--- src/rtl/host_word_sender.sv ---
// Host-side secret-word transmitter.
// Latches the 5-character word from the host message register when rec_ready
// rises, rejects words that still contain the blank character (BLANK_CHR), and
// otherwise streams SOF, the characters (first-entered first), an XOR checksum
// and EOF over a valid/ready byte interface toward the host UART TX.
module host_word_sender #(
  parameter int          NUM_CHARS = 5,
  parameter logic [7:0]  SOF_BYTE  = 8'h02,
  parameter logic [7:0]  EOF_BYTE  = 8'h03,
  parameter logic [7:0]  BLANK_CHR = 8'h5F
) (
  input  logic                   clk,
  input  logic                   nRst,
  input  logic                   rec_ready,
  input  logic [NUM_CHARS*8-1:0] temp_word,
  input  logic                   gameEnd_host,
  input  logic                   tx_ready,
  output logic                   tx_valid,
  output logic [7:0]             tx_data,
  output logic                   busy,
  output logic                   send_done,
  output logic                   word_err
);

  localparam int WORD_W = NUM_CHARS * 8;
  localparam int IDX_W  = $clog2(NUM_CHARS + 3);

  // Frame positions: 0 = SOF, 1..NUM_CHARS = chars, then checksum, then EOF.
  localparam logic [IDX_W-1:0] CHK_IDX  = IDX_W'(NUM_CHARS + 1);
  localparam logic [IDX_W-1:0] LAST_IDX = IDX_W'(NUM_CHARS + 2);

  typedef enum logic [1:0] {
    IDLE = 2'd0,
    SEND = 2'd1,
    DONE = 2'd2,
    ERR  = 2'd3
  } state_t;

  state_t            r_state;
  logic              r_recReadyQ;
  logic [WORD_W-1:0] r_word;
  logic [7:0]        r_chk;
  logic [IDX_W-1:0]  r_idx;

  logic              w_rise;
  logic              w_anyBlank;
  logic [7:0]        w_chk;
  logic [IDX_W-1:0]  w_nextIdx;
  logic [7:0]        w_nextByte;

  // Byte k of a word counted from the least significant end.
  function automatic logic [7:0] getByte(input logic [WORD_W-1:0] word, input int k);
    logic [WORD_W-1:0] shifted;
    shifted = word >> (8 * k);
    return shifted[7:0];
  endfunction

  assign w_rise = rec_ready & ~r_recReadyQ;

  // Checksum and blank detection on the incoming word, used at latch time.
  always_comb begin
    w_chk      = 8'h00;
    w_anyBlank = 1'b0;
    for (int k = 0; k < NUM_CHARS; k++) begin
      w_chk = w_chk ^ getByte(temp_word, k);
      if (getByte(temp_word, k) == BLANK_CHR) begin
        w_anyBlank = 1'b1;
      end
    end
  end

  // Byte that follows the one currently offered, taken from the latched word.
  always_comb begin
    w_nextIdx = r_idx + IDX_W'(1);
    if (w_nextIdx == '0) begin
      w_nextByte = SOF_BYTE;
    end else if (w_nextIdx == CHK_IDX) begin
      w_nextByte = r_chk;
    end else if (w_nextIdx == LAST_IDX) begin
      w_nextByte = EOF_BYTE;
    end else begin
      w_nextByte = getByte(r_word, NUM_CHARS - int'(w_nextIdx));
    end
  end

  // Frame sequencer with registered outputs; gameEnd_host overrides everything.
  always_ff @(posedge clk or negedge nRst) begin
    if (!nRst) begin
      r_state     <= IDLE;
      r_recReadyQ <= 1'b0;
      r_word      <= '0;
      r_chk       <= 8'h00;
      r_idx       <= '0;
      tx_valid    <= 1'b0;
      tx_data     <= 8'h00;
      busy        <= 1'b0;
      send_done   <= 1'b0;
      word_err    <= 1'b0;
    end else begin
      r_recReadyQ <= rec_ready;
      if (gameEnd_host) begin
        r_state   <= IDLE;
        r_idx     <= '0;
        tx_valid  <= 1'b0;
        busy      <= 1'b0;
        send_done <= 1'b0;
        word_err  <= 1'b0;
      end else begin
        case (r_state)
          IDLE: begin
            send_done <= 1'b0;
            if (w_rise) begin
              r_word <= temp_word;
              r_chk  <= w_chk;
              r_idx  <= '0;
              if (w_anyBlank) begin
                r_state  <= ERR;
                word_err <= 1'b1;
              end else begin
                r_state  <= SEND;
                tx_valid <= 1'b1;
                tx_data  <= SOF_BYTE;
                busy     <= 1'b1;
              end
            end
          end
          SEND: begin
            if (tx_ready) begin
              if (r_idx == LAST_IDX) begin
                r_state   <= DONE;
                r_idx     <= '0;
                tx_valid  <= 1'b0;
                tx_data   <= 8'h00;
                busy      <= 1'b0;
                send_done <= 1'b1;
              end else begin
                r_idx   <= w_nextIdx;
                tx_data <= w_nextByte;
              end
            end
          end
          DONE: begin
            send_done <= 1'b0;
            if (!rec_ready) begin
              r_state <= IDLE;
            end
          end
          ERR: begin
            if (!rec_ready) begin
              r_state  <= IDLE;
              word_err <= 1'b0;
            end
          end
          default: begin
            r_state <= IDLE;
          end
        endcase
      end
    end
  end

endmodule

--- config.mk ---
export PLATFORM = sky130hd
export DESIGN_NAME = host_word_sender
export DESIGN_NICKNAME = d
export VERILOG_FILES = /design/src/rtl/host_word_sender.sv
export SDC_FILE = /design/constraint.sdc
export NUM_CORES = 1
export LEC_CHECK = 0
export BUFFER_PORTS_ARGS = -buffer_cell sky130_fd_sc_hd__buf_2
export CORE_ASPECT_RATIO = 0.75
export CORE_UTILIZATION = 50
export DETAILED_ROUTE_END_ITERATION = 16
export PLACE_DENSITY = 0.75
export SLEW_MARGIN = 0
export SYNTH_ARGS = -nofsm -noshare
export SYNTH_HDL_FRONTEND = slang
export SYNTH_SLANG_ARGS = --single-unit
--- constraint.sdc ---
create_clock -name clk -period 2.9 [get_ports clk]
set_input_delay 0.58 -clock clk [delete_from_list [all_inputs] [get_ports clk]]
set_output_delay 0.58 -clock clk [all_outputs]
set_load 0.05 [all_outputs]
==> results of run 1 <==
[cells in the mapped netlist (2+ instances only)]
cell type,count
dfrtp_1,65
mux2_2,56
xnor2_1,32
nor2_1,20
a21oi_1,15
nand2_1,12
nand4b_1,10
mux4_2,7
a22oi_1,6
buf_2,6
ha_1,6
o21ai_0,6
clkbuf_1,5
inv_1,5
mux2i_1,4
nor3_1,4
nor3b_1,3
a211oi_1,2
and2_1,2
nand2b_1,2
nor2b_1,2
[cells by family after synthesis]
family / count (synthesis) / share of synthesized area [%]
buffers and inverters: 18 / 2.28
AND/OR/NAND/NOR: 61 / 9.57
adder cells (fa/ha/maj): 6 / 2.17
XOR/XNOR: 32 / 8.12
AO/OA/AOI/OAI: 36 / 6.78
flip-flops: 65 / 47.1
multiplexers: 67 / 24.0
[per-layer routing]
layer  share of wire (%)  vias up  wire length (um)
li1                    -     1142                 -
met5                   0        -                 0
met4                 1.8        0               135
met3                 5.6       13               427
met1                  46     1228              3470
met2                  47       75              3590
[where the power goes]
group          switching [mW]  internal [mW]  leakage [nW]
Clock                   0.350          0.531         0.109
Sequential              0.112           1.10         0.796
Combinational           0.270          0.309         0.842
Total                   0.731           1.94          1.75
[final timing paths]
| kind | start | to | slack [ns] | depth (start not counted) |
|---|---|---|---|---|
| hold reg to reg | r_word[21] | r_word[21] | 0.51 | 1 |
| hold / removal | nRst | r_word[17] | 0.28 | 1 |
| max in group asynchronous | nRst | r_word[28] | 1.85 | 2 |
| setup / recovery | r_idx[1] | tx_data[3] | 0.45 | 8 |
| min in group clk | rec_ready | r_recReadyQ | 0.40 | 1 |
| setup reg to reg | r_idx[1] | tx_data[3] | 0.45 | 8 |
[final cells by class]
cell class              instances  area [um^2]  area share, %
flip-flops and latches         65         1630           39.9
multi-input cells             202         1760           43.2
clock buffers                  12          155           3.81
repair buffers                 62          338           8.29
inverters                       5         18.8          0.461
clock inverters                 4         75.1           1.84
well taps                      81          101           2.49
[flip-flops by register name, summed over array words and instances, names as in the netlist]
signal       cells
r_word          40
r_chk            8
tx_data          8
r_idx            3
r_state          2
busy             1
r_recReadyQ      1
send_done        1
word_err         1
[per-stage QoR]
stage               hold slack [ns]  util, %  instance area (um^2)  total power [mW]  setup slack [ns]
floorplan                     0.284        -                  3450              1.62             0.233
global placement              0.484     59.3                  3840              1.79             0.348
detailed placement            0.490     59.3                  3840              1.82             0.255
CTS                           0.306     62.9                  4070              2.70             0.235
global route                  0.339     62.9                  4080              2.81             0.291
finish                        0.283     62.9                  4080              2.68             0.448
[what timing repair did]
item | 4_1_cts | 5_1_grt
resized for setup | 0 | 1
setup buffers | 0 | 0
endpoints found under the setup margin | 0 | 2
==> metrics.md, run 1 <==
| Metric | Value |
|---|---|
| Average wire per standard cell | 17.7 um |
| Via density | 5.70 |
| Setup TNS | 0 ns |
| Cell Rows | 25 |
| Hold Crit Class | in2async |
| Max Freq | 408 MHz |
| Crit-path cells | ha_1 > ha_1 > ha_1 > nor4_1 > buf_4 > a22oi_1 > a21oi_1 > mux2_2 |
| Initial antenna violation count | 0 |
| Critical path capture point type | flip-flop |
| H-tree levels | 3 |
| Area growth syn-to-layout | 18.0% |
| Root Driver | clkbuf_8 |
| GR Overflow Total | 0 |
| Clock skew | 0.0109 ns |
| Worst path slowest cell | dfrtp_1 |
| Outcome | complete, but fails checks |
| Post-Route WL | 7.62 mm |
| Worst path bufs/invs | 1 |
| Sequential fraction of the synthesis area | 47.1% |
| GRT Total Usage | 23.9% |
| DP Cell Count | 415 |
| Top FF cell, synth | dfrtp_1 |
| Layout Nets | 396 |
| Actual slew at the worst max-slew pin | 0.744 ns |
| Clk pin slew, worst setup/hold paths | 0.07 ns |
| #FFs+latches synth | 65 |
| Hold Vio Cnt, Final | 0 |
| Number of synthesized flops with an enable pin | 0 |
| Largest delay share family, worst path | adder cells |
| Mapped Avg Cell Area | 12.1 um^2 |
| Vert. Die Dim | 74.0 um |
| Commonest non-fill, non-tap cell in the layout | dfrtp_1 |
| Pwr/cell area | 657 mW/mm^2 |
| I/O pins | 57 |
| Top cell type's share of synthesized area | 47.1% |
| Drt drc | 2 |
| Hold buffers post-CTS | 0 |
| M2 GR Usage | 37.5% |
| GR peak layer | met2 |
| Post-Layout Cell Count | 431 |
| Hpwl dp | 5.74 mm |
| LEAKAGE | 1.75 nW |
| Peak supply drop | 0.392 mV |
| Drt first-iter violations | 153 |
| Mapped Cells | 285 |
| Failing checks | design-rule violations |
| Nature of the critical path startpoint | flip-flop |
| Final cycle utilization of the critical path | 84.6% |
| Crit-path most repeated cell | ha_1 |
| Fill count | 536 |
| Worst-Skew Late Latency | 0.35 ns |
| CTS tree | done |
| Max-cap viol count | 0 |
| Critical Path Fanout Max | 8 |
| Chip Width | 98.0 um |
| Max-Slew Margin vs Limit | 50.4% |
| First-pass GRT wire length | 12.8 mm |
| Via count | 2458 |
| Layout cells sized above 1 | 41.1% |
| Unrepaired setup endpoints after global routing | false |
| Final max-slew violation count | 0 |
| Post-synth ARST share | 100% |
| Mapped Nets | 336 |
| Total CTS buffers | 9 |
| Critical path arrival | 2.74 ns |
| CP max stage delay | 0.43 ns |
| Met1 Use GR | 32.4% |
| Vias in the first global route | 2502 |
| IO buf count | 56 |
| Routability Congestion | 0.818 |
| Final min period | 2.45 ns |
| M3 GR Usage | 6.77% |
| Antenna-violating nets left | 0 |
| Total Die Area | 0.00725 mm^2 |
| CTS sink cnt | 65 |
| Commonest non-fill, non-tap cells in the layout | 65 x dfrtp_1, 56 x mux2_2, 56 x buf_2 |
| Kind of critical path | reg2reg |
| Placeable core area | 0.00647 mm^2 |
| WP data required | 3.19 ns |
| TritonRoute pass-1 iters | 10 |
| Initial Util | 53.3% |
| Post-Syn Area | 0.00345 mm^2 |
| Number of distinct library cells after synthesis | 36 |
| Endpoints failing setup | 0 |
| Main area contributors after synthesis | dfrtp_1 47%, mux2_2 18%, xnor2_1 8.1% |
| Antenna cells | 0 |
| Bufs on Longest Clock Path | 2 |
| Yosys warnings | 0 |
| Synth area leader | dfrtp_1 |
| Largest net degree at the start of global routing | 49 |
Note: power is estimated with default switching activity, not from simulation.
==> run 2: changes to the inputs <==
Settings changed: PLACE_DENSITY 0.75 to 0.72.
Clock period 2.9 ns to 2.33 ns, I/O delays scaled along.
==> run 2 against run 1 <==
Compared with the run above:
- the run still ends with design-rule violations left
- critical endpoint is now tx_data[0]
- sequential share of layout area fell by 0.30 points
- clock skew decreased by 0.0068 ns
- total power up 15%
- register-to-register slack got worse by 0.37 ns
- first-iteration DRC count is 29% lower
- utilization up 0.52 points
- maximum frequency rose by 8.8%
==> metrics.md, run 2 (synthesized netlist as in run 1, its figures left out) <==
| Metric | Value |
|---|---|
| Largest Register | r_word |
| Total power | 3.07 mW (+15%) |
| Routability Congestion | 0.801 (-2.0%) |
| Post-Route WL | 7.67 mm (+0.63%) |
| Critical path capture point type | flip-flop |
| Via count | 2449 (-0.37%) |
| Via density | 5.62 (-1.5%) |
| CTS tree | done |
| CTS sink cnt | 65 (unchanged) |
| Final min period | 2.25 ns (-0.198 ns) |
| Hold Crit Class | in2async |
| Hold WS | 0.127 ns (-0.156 ns) |
| Nature of the critical path startpoint | flip-flop |
| Switching Fraction | 29.3% (+1.9 points) |
| Biggest regs | r_word (40), r_chk (8), tx_data (8) |
| H-tree levels | 3 (unchanged) |
| Met1 Use GR | 32.3% (-0.11 points) |
| Worst path slowest cell | dfrtp_2 |
| Final cycle utilization of the critical path | 96.7% (+12 points) |
| Clock skew | 0.00413 ns (-0.00682 ns) |
| Average wire per standard cell | 17.6 um (-0.52%) |
| First-pass GRT wire length | 13.0 mm (+1.6%) |
| Kind of critical path | reg2reg |
| Commonest non-fill, non-tap cell in the layout | dfrtp_1 |
| Net switching power | 899 uW (+23%) |
| Hpwl dp | 5.56 mm (-3.1%) |
| Bufs on Longest Clock Path | 2 (unchanged) |
| Crit-path cells | ha_1 > ha_1 > ha_4 > mux2i_1 > o22ai_1 > o21ai_1 > a21oi_1 > mux2_2 |
| Critical Path Fanout Max | 7 (-1) |
| IO buf count | 56 (unchanged) |
| Total CTS buffers | 9 (unchanged) |
| Endpoints failing setup | 0 (unchanged) |
| Share of total power in the clock network | 27.1% (-5.8 points) |
| Worst-Skew Late Latency | 0.34 ns (about the same) |
| Pwr/cell area | 748 mW/mm^2 (+14%) |
| Cell-internal power | 2.17 mW (+12%) |
| Outcome | complete, but fails checks |
| Clk pin slew, worst setup/hold paths | 0.07 ns (about the same) |
| Failing checks | design-rule violations |
| Largest net degree at the start of global routing | 66 (+35%) |
| GRT Total Usage | 24.1% (+0.15 points) |
| WP data required | 2.56 ns (-0.63 ns) |
| Layout cells sized above 1 | 43.4% (+2.2 points) |
| Vert. Die Dim | 74.0 um (unchanged) |
| Placeable core area | 0.00647 mm^2 (unchanged) |
| Final max-slew violation count | 0 (unchanged) |
| Max Freq | 444 MHz (+8.8%) |
| Hold Vio Cnt, Final | 0 (unchanged) |
| Design area | 0.00411 mm^2 (+0.83%) |
| Total Die Area | 0.00725 mm^2 (unchanged) |
| Layout Nets | 402 (+1.5%) |
| GR peak layer | met2 |
| Antenna cells | 0 (unchanged) |
| Cell Rows | 25 (unchanged) |
| Drt first-iter violations | 109 (-29%) |
| Critical path arrival | 2.48 ns (-0.26 ns) |
| Initial Util | 53.3% (unchanged) |
| GR Overflow Total | 0 (unchanged) |
| I/O pins | 57 (unchanged) |
| Root Driver | clkbuf_8 |
| Drt drc | 5 (+3) |
| Peak supply drop | 0.539 mV (+37%) |
| Chip Width | 98.0 um (unchanged) |
| Commonest non-fill, non-tap cells in the layout | 64 x dfrtp_1, 56 x mux2_2, 56 x buf_2 |
| Max-cap viol count | 0 (unchanged) |
| Vias in the first global route | 2547 (+1.8%) |
| Worst path bufs/invs | 0 (-1) |
| Actual slew at the worst max-slew pin | 0.383 ns (-0.361 ns) |
| LEAKAGE | 1.75 nW (+0.41%) |
| Max-Slew Margin vs Limit | 74.3% (+24 points) |
| Crit-path most repeated cell | ha_1 |
| Area growth syn-to-layout | 19.0% |
| M2 GR Usage | 39.8% (+2.3 points) |
| Initial antenna violation count | 0 (unchanged) |
| CP max stage delay | 0.44 ns (about the same) |
| M3 GR Usage | 6.67% (-0.094 points) |
| DP Area | 0.00390 mm^2 (+1.6%) |
| Sequential power share | 48.8% (+3.3 points) |
| TritonRoute pass-1 iters | 10 (unchanged) |
| Gate power share | 24.2% (+2.6 points) |
| Largest delay share family, worst path | adder cells |
| Antenna-violating nets left | 0 (unchanged) |
| Max reg flops | 40 (unchanged) |
-- run 2: metrics by stage --
stage | utilization [%] | TNS [ns] | instances | setup WS, ns
2_1_floorplan | - | 0 | 285 | 0.00357
3_3_place_gp | 60.3 | -0.184 | 420 | -0.0376
3_5_place_dp | 60.3 | -0.913 | 420 | -0.166
4_1_cts | 63.1 | 0 | 435 | 0.00704
5_1_grt | 63.5 | -0.000408 | 436 | -0.000408
6_report | 63.5 | 0 | 436 | 0.0763
-- run 2: final timing paths --
check                      slack, ns  cells after the start       from          end
min in group clk                0.29                      1  rec_ready  r_recReadyQ
max in group asynchronous       1.90                      2       nRst     r_idx[1]
hold / removal                  0.13                      2       nRst   r_word[25]
setup reg to reg                0.08                      8   r_idx[1]   tx_data[0]
hold reg to reg                 0.51                      1  r_word[9]    r_word[9]
setup / recovery                0.08                      8   r_idx[1]   tx_data[0]
-- run 2: final cells by class --
type                            instances  area (um^2)
Clock buffer                           10          138
Clock inverter                          5         32.5
Fill cell                             527         2370
Inverter                                5         18.8
Multi-Input combinational cell        202         1800
Sequential cell                        65         1630
Tap cell                               81          101
Timing Repair Buffer                   68          395
-- run 2: power by group through the flow --
| stage | Combinational [mW] | Sequential, mW | Clock (mW) |
|---|---|---|---|
| 4_1_cts | 0.743 | 1.50 | 0.850 |
| 2_1_floorplan | 0.470 | 1.55 | 0 |
| 5_1_grt | 0.809 | 1.53 | 0.897 |
| 3_3_place_gp | 0.719 | 1.51 | 0 |
| 6_report | 0.743 | 1.50 | 0.832 |
| 3_5_place_dp | 0.738 | 1.52 | 0 |
-- run 2: layer usage --
metal,share of wire [%],wire length [um],vias to the layer above
li1,-,-,1155
met1,48,3650,1227
met2,47,3570,60
met3,4.9,378,7
met4,1.0,78,0
met5,0,0,-
-- run 2: repair_timing --
action,4_1_cts,5_1_grt
hold buffers,0,0
buffers inserted,0,1
endpoints found under the setup margin,6,7
gates resized for setup,3,4
pin swaps,1,1
==> run 3: changes to the inputs <==
Settings changed: CELL_PAD_IN_SITES_DETAIL_PLACEMENT set to 1, CELL_PAD_IN_SITES_GLOBAL_PLACEMENT set to 2, CORE_UTILIZATION 50 to 38, PLACE_DENSITY 0.72 to unset, PLACE_DENSITY_LB_ADDON set to 0.1.
==> run 3 against run 2 <==
Compared with the run above:
- the run still ends with design-rule violations left
- die area up 31%
- maximum frequency up 2.2%
- sequential share of layout area down 1.8 points
- worst hold slack better by 0.012 ns
- combinational power up 0.8%
- clock power up 59%
- register-to-register slack better by 0.05 ns
- cell area up 4.6%
- flip-flop and latch count unchanged
- critical endpoint is now tx_data[6]
- critical path depth up 1
- global-route usage down 2.6 points
- clock skew up 0.0026 ns
- largest power group unchanged
==> metrics.md, run 3 (synthesized netlist as in run 1, its figures left out) <==
| Metric | Value |
|---|---|
| DP Worst Slack | -0.191 ns (-0.0255 ns) |
| Max reg flops | 40 (unchanged) |
| Max-cap viol count | 0 (unchanged) |
| RR Startpoint | r_idx[1] |
| Endpoints failing setup | 0 (unchanged) |
| Critical Path Fanout Max | 10 (+3) |
| Cell Rows | 29 (+16%) |
| FF/Latch Area | 0.00163 mm^2 (about the same) |
| Placeable core area | 0.00864 mm^2 (+33%) |
| Fill count | 925 (+76%) |
| Bufs on Longest Clock Path | 2 (unchanged) |
| Initial Util | 40.0% (-13 points) |
| Biggest regs | r_word (40), r_chk (8), tx_data (8) |
| Critical path arrival | 2.48 ns (about the same) |
| Largest net degree at the start of global routing | 66 (unchanged) |
| Reg2reg setup slack | 0.12 ns (+0.05 ns) |
| Root Driver | clkbuf_16 |
| Chip Width | 112 um (+14%) |
| Crit-path cells | buf_4 > ha_1 > buf_4 > nand2_1 > nor4_4 > buf_4 > a22oi_1 > a21oi_1 > mux2_2 |
| Hold Crit Class | in2async |
| Worst-Skew Late Latency | 0.33 ns (about the same) |
| Commonest non-fill, non-tap cells in the layout | 65 x dfrtp_1, 56 x mux2_2, 56 x buf_2 |
| Post-Layout Cell Count | 467 (+7.1%) |
| Share of total power in the clock network | 36.9% (+9.8 points) |
| R2R depth | 9 (+1) |
| I/O pins | 57 (unchanged) |
| Cell-internal power | 2.63 mW (+21%) |
| WP depth | 9 (+1) |
| LEAKAGE | 1.83 nW (+4.5%) |
| Routability Congestion | 0.730 (-8.9%) |
| Critical Path End | tx_data[6] |
| Final max-slew violation count | 0 (unchanged) |
| Worst setup margin | 0.125 ns (+0.0485 ns) |
| Vert. Die Dim | 84.6 um (+14%) |
| Worst path bufs/invs | 3 (+3) |
| Average wire per standard cell | 19.2 um (+9.1%) |
| Outcome | complete, but fails checks |
| CP max stage delay | 0.39 ns (-0.05 ns) |
| Total power | 3.58 mW (+16%) |
| Switching Fraction | 26.6% (-2.7 points) |
| Antenna-violating nets left | 0 (unchanged) |
| Clock skew | 0.00676 ns (+0.00263 ns) |
| First-pass GRT wire length | 15.0 mm (+16%) |
| Pwr/cell area | 833 mW/mm^2 (+11%) |
| Design area | 0.00430 mm^2 (+4.6%) |
| Setup crit start | r_idx[1] |
| Failing checks | design-rule violations |
| WP data required | 2.60 ns (+0.04 ns) |
| Drt drc | 2 (-3) |
| Vias in the first global route | 2753 (+8.1%) |
| Via density | 5.29 (-5.8%) |
| Sequential power share | 42.2% (-6.6 points) |
| Total Die Area | 0.00948 mm^2 (+31%) |
| Initial antenna violation count | 0 (unchanged) |
| Peak supply drop | 0.501 mV (-6.9%) |
| Clk pin slew, worst setup/hold paths | 0.05 ns (-0.02 ns) |
| Post-Route WL | 8.97 mm (+17%) |
| H-tree levels | 3 (unchanged) |
| Antenna cells | 0 (unchanged) |
| Total CTS buffers | 9 (unchanged) |
| Critical path capture point type | flip-flop |
| DP Cell Count | 447 (+6.4%) |
| Hold WS | 0.139 ns (+0.0116 ns) |
| Crit-path most repeated cell | buf_4 |
| CTS tree | done |
| Hpwl dp | 6.42 mm (+15%) |
| GR Overflow Total | 0 (unchanged) |
| Nature of the critical path startpoint | flip-flop |
| GRT Total Usage | 21.5% (-2.6 points) |
| Drt first-iter violations | 79 (-28%) |
| Setup TNS | 0 ns (unchanged) |
| Final min period | 2.21 ns (-0.0485 ns) |
| DP Area | 0.00394 mm^2 (+0.87%) |
| Final Util | 49.8% (-14 points) |
| RR Endpoint | tx_data[6] |
| TritonRoute pass-1 iters | 10 (unchanged) |
| Area growth syn-to-layout | 24.4% |
| Max Freq | 453 MHz (+2.2%) |
| Largest Register | r_word |
| Layout Nets | 405 (+0.75%) |
| IO buf count | 56 (unchanged) |
| Hold buffers post-CTS | 0 (unchanged) |
| Hold Vio Cnt, Final | 0 (unchanged) |
| Area of the multi-input gates | 0.00181 mm^2 (+0.70%) |
| Commonest non-fill, non-tap cell in the layout | dfrtp_1 |
| Largest delay share family, worst path | buffers and inverters |
| Via count | 2471 (+0.90%) |
| Kind of critical path | reg2reg |
| Net switching power | 952 uW (+5.8%) |
| Max-Slew Margin vs Limit | 74.1% (-0.24 points) |
| Actual slew at the worst max-slew pin | 0.387 ns (+0.00353 ns) |
| Worst path slowest cell | dfrtp_1 |
| Final cycle utilization of the critical path | 94.6% (-2.1 points) |
| Gate power share | 20.9% (-3.3 points) |
| CTS sink cnt | 65 (unchanged) |
| Layout cells sized above 1 | 43.2% (-0.20 points) |
run 3: changes by cell type in the layout (fill, tap and decap cells not counted), sizes merged:
cell      change
bufinv        +1
buf           +3
clkinvlp      -3
clkbuf        +3
run 3: layout make-up:
| type | count | share of cell area, % |
|---|---|---|
| clock inverters | 3 | 0.932 |
| well taps | 108 | 3.15 |
| clock buffers | 13 | 5.82 |
| flip-flops and latches | 65 | 37.9 |
| multi-input cells | 202 | 42.1 |
| repair buffers | 71 | 9.73 |
| inverters | 5 | 0.437 |
run 3: power by group through the flow:
stage	logic [mW]	clock network (mW)	registers (mW)
floorplan	0.470	0	1.55
global placement	0.732	0	1.52
detailed placement	0.748	0	1.53
CTS	0.758	1.36	1.51
global route	0.826	1.41	1.54
finish	0.749	1.32	1.51
run 3: worst min path at each step:
stage | endpoint | startpoint | depth (start not counted) | slack [ns]
floorplan | busy | nRst | 0 | 0.17
global placement | r_word[7] | r_word[7] | 1 | 0.48
detailed placement | r_word[7] | r_word[7] | 1 | 0.49
CTS | r_word[17] | nRst | 2 | 0.16
global route | r_word[9] | nRst | 2 | 0.19
finish | r_word[17] | nRst | 2 | 0.14
run 3: what timing repair did:
item | in CTS | in global routing
buffers inserted | 0 | 4
setup endpoints to repair | 6 | 7
pin swaps | 1 | 3
resized for setup | 3 | 4
run 3: layer usage:
metal / wire length, um / vias up / GRT usage (%) / share of wire (%)
met2: 4050 / 41 / 33.3 / 45
met1: 4470 / 1261 / 29.0 / 50
met5: 0 / - / 0 / 0
met3: 277 / 12 / 4.77 / 3.1
met4: 170 / 0 / 9.45 / 1.9
li1: - / 1157 / - / -
